$ cat config.mk
export PLATFORM = sky130hd
export DESIGN_NAME = alu_seq
export DESIGN_NICKNAME = d
export VERILOG_FILES = /design/src/rtl/alu_seq_pkg.sv /design/src/rtl/alu_seq_cnt.sv /design/src/rtl/alu_seq.sv
export SDC_FILE = /design/constraint.sdc
export NUM_CORES = 1
export LEC_CHECK = 0
export ABC_AREA = 1
export BUFFER_PORTS_ARGS = -buffer_cell sky130_fd_sc_hd__buf_2
export CAP_MARGIN = 20
export CORE_MARGIN = 5
export CORE_UTILIZATION = 55
export CTS_BUF_LIST = sky130_fd_sc_hd__clkbuf_16
export DETAILED_ROUTE_END_ITERATION = 12
export PLACE_DENSITY = 0.85
export SYNTH_ARGS = -nofsm -noshare
export SYNTH_HDL_FRONTEND = slang
export SYNTH_SLANG_ARGS = --single-unit
export TNS_END_PERCENT = 50
$ cat constraint.sdc
create_clock -name clk -period 2.5 [get_ports clk]
set_input_delay 0 -clock clk [delete_from_list [all_inputs] [get_ports clk]]
set_output_delay 0 -clock clk [all_outputs]
set_load 0.01 [all_outputs]
$ cat src/rtl/alu_seq_pkg.sv
// alu_seq_pkg
//   Shared definitions for the alu sequencer: command codes, alu oper codes,
//   sequencer state encoding and small decode helpers.
//   Commands (3-bit): ADD, SUB, MOVA, MOVB, CMP, MUL, CLR; code 7 is illegal.
//   Alu opers: ZERO, A, B, ADD, SUB.
package alu_seq_pkg;

  localparam int DATA_W      = 16;
  localparam int CMD_W       = 3;
  localparam int ALU_BIT_NUM = 3;

  localparam logic [CMD_W-1:0] CMD_ADD  = 3'd0;
  localparam logic [CMD_W-1:0] CMD_SUB  = 3'd1;
  localparam logic [CMD_W-1:0] CMD_MOVA = 3'd2;
  localparam logic [CMD_W-1:0] CMD_MOVB = 3'd3;
  localparam logic [CMD_W-1:0] CMD_CMP  = 3'd4;
  localparam logic [CMD_W-1:0] CMD_MUL  = 3'd5;
  localparam logic [CMD_W-1:0] CMD_CLR  = 3'd6;

  localparam logic [ALU_BIT_NUM-1:0] ALU_ZERO = 3'd0;
  localparam logic [ALU_BIT_NUM-1:0] ALU_A    = 3'd1;
  localparam logic [ALU_BIT_NUM-1:0] ALU_B    = 3'd2;
  localparam logic [ALU_BIT_NUM-1:0] ALU_ADD  = 3'd3;
  localparam logic [ALU_BIT_NUM-1:0] ALU_SUB  = 3'd4;

  typedef enum logic [1:0] {
    ST_IDLE = 2'd0,
    ST_EXEC = 2'd1,
    ST_FLAG = 2'd2,
    ST_DONE = 2'd3
  } state_e;

  // MUL is only legal when the multiplier is enabled at build time.
  function automatic logic cmd_legal(input logic [CMD_W-1:0] cmd, input logic mul_en);
    logic ok;
    ok = 1'b0;
    case (cmd)
      CMD_ADD, CMD_SUB, CMD_MOVA, CMD_MOVB, CMD_CMP, CMD_CLR: ok = 1'b1;
      CMD_MUL: ok = mul_en;
      default: ok = 1'b0;
    endcase
    return ok;
  endfunction

  // MUL with a zero count collapses to a single ALU_ZERO cycle.
  function automatic logic [ALU_BIT_NUM-1:0] cmd_oper(input logic [CMD_W-1:0] cmd,
                                                      input logic b_zero);
    logic [ALU_BIT_NUM-1:0] op;
    op = ALU_ZERO;
    case (cmd)
      CMD_ADD:  op = ALU_ADD;
      CMD_SUB:  op = ALU_SUB;
      CMD_MOVA: op = ALU_A;
      CMD_MOVB: op = ALU_B;
      CMD_CMP:  op = ALU_SUB;
      CMD_MUL:  op = b_zero ? ALU_ZERO : ALU_ADD;
      default:  op = ALU_ZERO;
    endcase
    return op;
  endfunction

endpackage

$ cat src/rtl/alu_seq_cnt.sv
// alu_seq_cnt
//   16-bit loadable down-counter tracking remaining EXEC iterations.
//   Ports: clk, rst (sync, active-high), clear (sync discard), load/load_value,
//          dec (decrement, saturates at zero), is_zero.
module alu_seq_cnt
  import alu_seq_pkg::*;
(
  input  logic              clk,
  input  logic              rst,
  input  logic              clear,
  input  logic              load,
  input  logic [DATA_W-1:0] load_value,
  input  logic              dec,
  output logic              is_zero
);

  logic [DATA_W-1:0] count;

  always_ff @(posedge clk) begin
    if (rst || clear) begin
      count <= '0;
    end else if (load) begin
      count <= load_value;
    end else if (dec && (count != '0)) begin
      count <= count - 16'd1;
    end
  end

  assign is_zero = (count == '0);

endmodule

$ cat src/rtl/alu_seq.sv
// alu_seq
//   Multi-cycle sequencer in front of a 16-bit alu. Takes one command over a
//   valid/ready request port, drives the alu, waits out the alu's registered
//   zero flag and returns result + flags over a valid/ready response port.
//   Ports: clk, rst, flush; req_valid/req_ready/req_cmd/req_a/req_b;
//          resp_valid/resp_ready/resp_data/resp_zero/resp_ovf/resp_err; busy;
//          alu_a/alu_b/alu_oper to the alu, alu_result/alu_zero from the alu.
module alu_seq
  import alu_seq_pkg::*;
#(
  parameter bit                     MUL_EN    = 1'b1,
  parameter logic [ALU_BIT_NUM-1:0] IDLE_OPER = ALU_ZERO
) (
  input  logic                   clk,
  input  logic                   rst,
  input  logic                   flush,
  input  logic                   req_valid,
  output logic                   req_ready,
  input  logic [CMD_W-1:0]       req_cmd,
  input  logic [DATA_W-1:0]      req_a,
  input  logic [DATA_W-1:0]      req_b,
  output logic                   resp_valid,
  input  logic                   resp_ready,
  output logic [DATA_W-1:0]      resp_data,
  output logic                   resp_zero,
  output logic                   resp_ovf,
  output logic                   resp_err,
  output logic                   busy,
  output logic [DATA_W-1:0]      alu_a,
  output logic [DATA_W-1:0]      alu_b,
  output logic [ALU_BIT_NUM-1:0] alu_oper,
  input  logic [DATA_W-1:0]      alu_result,
  input  logic                   alu_zero
);

  state_e            state;
  logic [DATA_W-1:0] acc;
  logic              ovf;
  logic              is_mul;
  logic              is_cmp;
  logic              cnt_zero;
  logic              accept;
  logic              mul_req;

  assign req_ready = (state == ST_IDLE);
  assign busy      = (state != ST_IDLE);
  assign accept    = (state == ST_IDLE) && req_valid && !flush;
  assign mul_req   = (req_cmd == CMD_MUL) && (req_b != '0);

  // The counter holds the iterations left after the current EXEC cycle, so
  // a MUL loads b-1 and every other command loads 0; EXEC ends on is_zero.
  alu_seq_cnt u_cnt (
    .clk        (clk),
    .rst        (rst),
    .clear      (flush),
    .load       (accept),
    .load_value (mul_req ? (req_b - 16'd1) : 16'd0),
    .dec        ((state == ST_EXEC) && !cnt_zero),
    .is_zero    (cnt_zero)
  );

  // Sequencer FSM. For MUL, alu_a doubles as the accumulator fed back to the
  // alu; it is frozen on the last iteration so FLAG sees unchanged operands.
  always_ff @(posedge clk) begin
    if (rst) begin
      state      <= ST_IDLE;
      acc        <= '0;
      ovf        <= 1'b0;
      is_mul     <= 1'b0;
      is_cmp     <= 1'b0;
      resp_valid <= 1'b0;
      resp_data  <= '0;
      resp_zero  <= 1'b0;
      resp_ovf   <= 1'b0;
      resp_err   <= 1'b0;
      alu_a      <= '0;
      alu_b      <= '0;
      alu_oper   <= IDLE_OPER;
    end else if (flush) begin
      state      <= ST_IDLE;
      acc        <= '0;
      ovf        <= 1'b0;
      resp_valid <= 1'b0;
      alu_oper   <= IDLE_OPER;
    end else begin
      case (state)
        ST_IDLE: begin
          if (req_valid) begin
            acc    <= '0;
            ovf    <= 1'b0;
            is_cmp <= (req_cmd == CMD_CMP);
            is_mul <= mul_req;
            if (!cmd_legal(req_cmd, MUL_EN)) begin
              state      <= ST_DONE;
              resp_valid <= 1'b1;
              resp_data  <= '0;
              resp_zero  <= 1'b0;
              resp_ovf   <= 1'b0;
              resp_err   <= 1'b1;
            end else begin
              state    <= ST_EXEC;
              resp_err <= 1'b0;
              alu_oper <= cmd_oper(req_cmd, req_b == '0);
              if (req_cmd == CMD_MUL) begin
                alu_a <= '0;
                alu_b <= req_a;
              end else begin
                alu_a <= req_a;
                alu_b <= req_b;
              end
            end
          end
        end
        ST_EXEC: begin
          acc <= alu_result;
          if (is_mul) begin
            if (alu_result < alu_a) begin
              ovf <= 1'b1;
            end
            if (!cnt_zero) begin
              alu_a <= alu_result;
            end
          end
          if (cnt_zero) begin
            state <= ST_FLAG;
          end
        end
        ST_FLAG: begin
          state      <= ST_DONE;
          resp_valid <= 1'b1;
          resp_data  <= is_cmp ? '0 : acc;
          resp_zero  <= alu_zero;
          resp_ovf   <= ovf;
          alu_oper   <= IDLE_OPER;
        end
        ST_DONE: begin
          if (resp_ready) begin
            state      <= ST_IDLE;
            resp_valid <= 1'b0;
          end
        end
        default: state <= ST_IDLE;
      endcase
    end
  end

endmodule
Yosys cells after proc, flatten, opt, wreduce, memory -nomap -nowiden
Cells that the tools add are included.
{"block": "op_classes", "add_sub_neg": 2, "n_lt_le_gt_ge": 1, "eq_ne": 17, "mux": 44, "bitwise": 1, "n_reduce_logical": 31}
{"cell": "2-to-1 mux 16 bit", "n": 13}
{"cell": "case mux 16 bit (2 select lines)", "n": 3}
{"cell": "zero test 16 bit", "n": 2}
{"cell": "nonzero test 16 bit", "n": 2}
{"cell": "subtractor 16 x 1 -> 16 bit, second input constant", "n": 2}
{"cell": "less-than comparator 16 bit", "n": 1}
{"cell": "AND reduction 4 bit", "n": 4}
{"cell": "case mux 3 bit (5 select lines)", "n": 1}
{"cell": "2-to-1 mux 1 bit", "n": 14}
{"cell": "inequality test 2 bit, second input constant", "n": 6}
{"cell": "2-to-1 mux 2 bit", "n": 5}
{"cell": "== test 3 bit, second input constant", "n": 3}
{"cell": "AND reduction 3 bit", "n": 3}
{"cell": "case mux 2 bit (4 select lines)", "n": 1}
{"cell": "nonzero test 2 bit", "n": 4}
{"cell": "OR reduction 7 bit", "n": 1}
{"cell": "== test 3 x 2 -> 1 bit, second input constant", "n": 2}
{"cell": "2-to-1 mux 3 bit", "n": 2}
{"cell": "case mux 1 bit (2 select lines)", "n": 3}
{"cell": "case mux 3 bit (2 select lines)", "n": 1}
{"cell": "AND reduction 6 bit", "n": 1}
{"cell": "logical AND 1 bit", "n": 5}
{"cell": "== test 2 bit, second input constant", "n": 2}
{"cell": "inequality test 2 x 1 -> 1 bit, second input constant", "n": 2}
{"cell": "11 further kinds", "n": 13}
{"block": "totals", "reg_bits": 92, "inputBits": 57, "out_inout_bits": 57, "wordCells": 110}

Longest topological paths before layout
{"block": "logic_depth", "depth_word": 10, "depth_mapped": 13, "mapped_depth_nobuf": 11}

Modules after synthesis
From an unflattened synthesis, not the netlist that was laid out.
{"block": "unflattened", "hier_cells": 797, "hier_area_um2": 5317.6}
{"mod": "alu_seq", "n_inst": 1, "cells_each": 597, "area_per_inst_um2": 4155.2}
{"mod": "alu_seq_cnt", "n_inst": 1, "cells_each": 200, "area_per_inst_um2": 1162.4}

Worst setup path before layout
OpenSTA, ideal clock, no wires.
{"block": "synth_path", "path_type": "register to register", "from": "reg state[0]", "to": "reg alu_a[10]", "setup_ns": 0.112, "arrival_ns": 1.655, "required_ns": 2.388, "setup_slack_ns": 0.733, "stages_incl_launch_ff": 13, "path_buffers": 2, "cell_sequence": "dfxtp_1 -> inv_1 -> ha_1 -> inv_2 -> nor2_1 -> inv_1 -> and3_1 -> buf_6 -> nand2_2 -> inv_2 -> buf_6 -> nor2_1 -> nor2_1"}
{"block": "synth_via", "elab_chain_cells": 3, "word_cells_on_any_way": 9, "cone_classes": "eq/ne: 5; mux: 1; reduce/logical: 3"}
{"item": "start, declared", "line": "alu_seq.sv:36", "text": "state_e state;"}
{"item": "start signal, assigned", "line": "alu_seq.sv:66", "text": "state <= ST_IDLE;"}
{"item": "start signal, assigned", "line": "alu_seq.sv:80", "text": "state <= ST_IDLE;"}
{"item": "start signal, assigned", "line": "alu_seq.sv:94", "text": "state <= ST_DONE;"}
{"item": "zero test 2 bit *"}
{"item": "net req_ready", "line": "alu_seq.sv:18", "text": "output logic req_ready,"}
{"item": "inequality test 2 x 1 -> 1 bit (no line), or another cell as far along"}
{"item": "AND reduction 6 bit (no line)"}
{"item": "end signal, assigned", "line": "alu_seq.sv:108", "text": "alu_a <= req_a;"}
{"item": "end signal, assigned", "line": "alu_seq.sv:121", "text": "alu_a <= alu_result;"}
{"item": "end, declared", "line": "alu_seq.sv:29", "text": "output logic [DATA_W-1:0] alu_a,"}
The timed path passes the listed nets; every way through them passes the cells marked *.
A chain may end at the register's enable or synchronous reset.

Worst setup path after layout
{"block": "layout_path", "from": "reg state[0]", "to": "reg alu_b[3]"}
{"block": "layout_via", "elab_chain_cells": 2}
{"item": "zero test 2 bit", "line": "alu_seq.sv:86", "text": "case (state)"}
{"item": "AND reduction 4 bit (no line)"}
{"item": "end signal, assigned", "line": "alu_seq.sv:106", "text": "alu_b <= req_a;"}
{"item": "end signal, assigned", "line": "alu_seq.sv:109", "text": "alu_b <= req_b;"}
{"item": "end, declared", "line": "alu_seq.sv:30", "text": "output logic [DATA_W-1:0] alu_b,"}
Every way passes these cells.

==> impl_metrics.json <==
{
  "start_kind": "flop",
  "critPathCaptureType": "flop",
  "critical_path_class": "flop to flop",
  "rr_endpoint": "alu_b[3]",
  "dieArea_sq_um": 11800,
  "tightestPinTransition_ps": 658,
  "slew-limit-headroom_pct": 56.0,
  "regToRegSetupSlack_ps": 380,
  "netlist_area_sq_um": 5350,
  "drv_slew": 0,
  "status": "finished, final reports clean",
  "rr_startpoint": "state[0]",
  "netlist.area_leader.share_pct": 34.4,
  "cts.sinks": 92,
  "ys_seq_area_share_pct": 34.4,
  "synth_warnings": 0,
  "core_area_sq_um": 9640,
  "layout_setup_ws_ps": 379,
  "min_period_over_period_pct": 84.8,
  "grt-ovfl-total": 0,
  "grt_pass1_wl_um": 25000,
  "slowest_delay_ps": 500,
  "ant_nets": 0,
  "path_clk_slew_ps": 70,
  "drv_cap": 0,
  "skew_ps": 9.08,
  "cp_data_required_time_ps": 2760,
  "ys_seq_elements": 92,
  "placementRows": 36,
  "pin_count": 114,
  "numCtsBuffers": 9,
  "cp_top_family": "simple AND/OR/NAND/NOR gates",
  "portBuffers": 113,
  "post-route-util_pct": 65.9,
  "drt_first_pass_iters": 5,
  "worstPathCellList": "inv_1 -> ha_1 -> nand2_1 -> nor2_2 -> buf_4 -> nand3_1 -> o22ai_1",
  "final_common_cell": "nand2_1",
  "hp-start": "req_b[13]",
  "r2r_cells": 7,
  "grt_util_all_layers_pct": 26.5,
  "min_period_ps": 2120,
  "min_to": "u_cnt.count[13]",
  "slowest_stage": "nand3_1",
  "nFillCells": 917,
  "routedWlPerCell_um": 14.3,
  "arrival_ps": 2380,
  "postSynthCellCount": 833,
  "antenna_found_initial": 1,
  "initial_utilization_pct": 55.5,
  "peakVddDrop_mv": 0.423,
  "drive_above_1_share_pct": 16.9,
  "synth.distinct_cells": 30,
  "dieWidth_um": 109,
  "tritoncts": "yes",
  "rsz0062_at_grt": "no",
  "critPathBufInv": 2,
  "pwr_density_cell_nw_per_um2": 643,
  "p_leak_nw": 3.16,
  "pre_cts_slack_ps": 434,
  "wirelength_um": 15500,
  "die_height_um": 109,
  "viasPerCell": 5.34,
  "path_max_fanout": 16,
  "clk_path_buf_depth": 2,
  "num_vias": 5768,
  "min_path_type": "input pin to flop",
  "mostFrequentLayoutCells": "nand2_1 (204), inv_1 (120), buf_2 (113), nor2_1 (112), dfxtp_1 (92)",
  "synthToLayoutAreaGrowth_pct": 18.7,
  "grt_pass1_vias": 5355,
  "cts-root-buf": "clkbuf_16",
  "finalNetCount": 1022,
  "totalNegativeSetupSlack_ps": 0,
  "drc": 0,
  "synth_top_area_cell": "dfxtp_1",
  "post-dp-hpwl_um": 11800,
  "synthTopCellsByArea": "dfxtp_1 (34%), nand2_1 (14%), inv_1 (8.4%), nor2_1 (7.9%), a21oi_1 (6.2%)",
  "htree_levels": 3,
  "dr.first_iter.drc_count": 337,
  "min_path_cells": 4,
  "grt_max_degree": 29,
  "clock.fmax_mhz": 472,
  "cts_setup_buffers": 0,
  "avgSynthCellArea_sq_um": 6.42,
  "syn_nets": 913,
  "regArea_sq_um": 1840,
  "hold_violations": 0,
  "setup_violations": 0,
  "multi_input_area_sq_um": 2850,
  "gp_congestion": 0.968,
  "clock_latency_ps": 350
}
## layout make-up
class	count	area share (%)
Sequential cell	92	29.0
Timing Repair Buffer	128	10.8
Multi-Input combinational cell	584	44.9
Antenna cell	1	0.0394
Clock inverter	7	1.60
Tap cell	133	2.62
Clock buffer	9	3.55
Inverter	127	7.51
## kinds of logic after synthesis
logic type | share of synthesized area (%)
xor gates and xnor gates | 1.15
adders and majority gates | 5.38
buffers and inverters | 12.2
DFF | 34.4
and+or+nand+nor | 31.8
AOI/OAI and AO/OA | 15.0
## what timing repair did
action | CTS | global route
endpoints found under the hold margin | 2 | 0
hold buffers | 2 | 0
resized for setup | 0 | 0
endpoints found under the setup margin | 0 | 0
## sequential cells by signal, indices dropped and copies added (netlist names), 2 cells and up
name / flops
alu_a: 16
resp_data: 16
alu_b: 16
alu_oper: 3
u_cnt.count: 16
acc: 16
state: 2
## routing by layer
metal  part of all wire, %  global-route usage, %
met1                    42                   33.3
met2                    46                   43.0
met3                   8.0                   5.98
met4                   4.8                   12.8
met5                     0                      0
## cells in the mapped netlist
cell	number
nand2_1	204
inv_1	119
nor2_1	112
dfxtp_1	92
a21oi_1	66
nand3_1	65
o21ai_0	47
ha_1	23
a31oi_1	16
o22ai_1	16
clkbuf_1	14
buf_2	9
buf_6	7
xor2_1	6
inv_2	5
nand4_1	5
nor2_2	4
nor3_1	4
clkinv_1	3
nand3_2	3
nand2_2	2
nand2_4	2
nand3b_1	2
and3_1	1
nand4_4	1
o21ai_2	1
o31ai_1	1
o31ai_4	1
or2_0	1
xnor2_1	1
## how the worst max path moves through the flow
stage	to	cells after the start	start	slack, ps
2_1_floorplan	alu_a[10]	12	state[0]	730
3_3_place_gp	alu_b[7]	7	state[1]	520
3_5_place_dp	alu_b[13]	7	state[0]	430
4_1_cts	alu_b[5]	7	state[0]	410
5_1_grt	alu_b[3]	7	state[0]	210
6_report	alu_b[3]	7	state[0]	380
## tightest hold or removal path, stage by stage
cell,delay [ps]
buf_2,100
nand2_1,50
nand3_1,90
a21oi_1,70
## power by group
part           total, mW  leakage (nW)  switching, mW  internal [mW]
sequential          1.61         0.747         0.0658           1.54
clock               1.49         0.163          0.605          0.885
combinational      0.986          2.25          0.638          0.348
total               4.08          3.16           1.31           2.77
## metrics by stage
stage          cells  total power [mW]  hold slack [ps]  cell area (sq um)
2_1_floorplan    833              2.32              161               5350
3_3_place_gp    1062              2.59              305               6000
3_5_place_dp    1062              2.61              297               6000
4_1_cts         1080              4.09            0.351               6350
5_1_grt         1081              4.30             32.8               6350
6_report        1081              4.08            0.195               6350
Note: power is estimated with default switching activity, not from simulation.
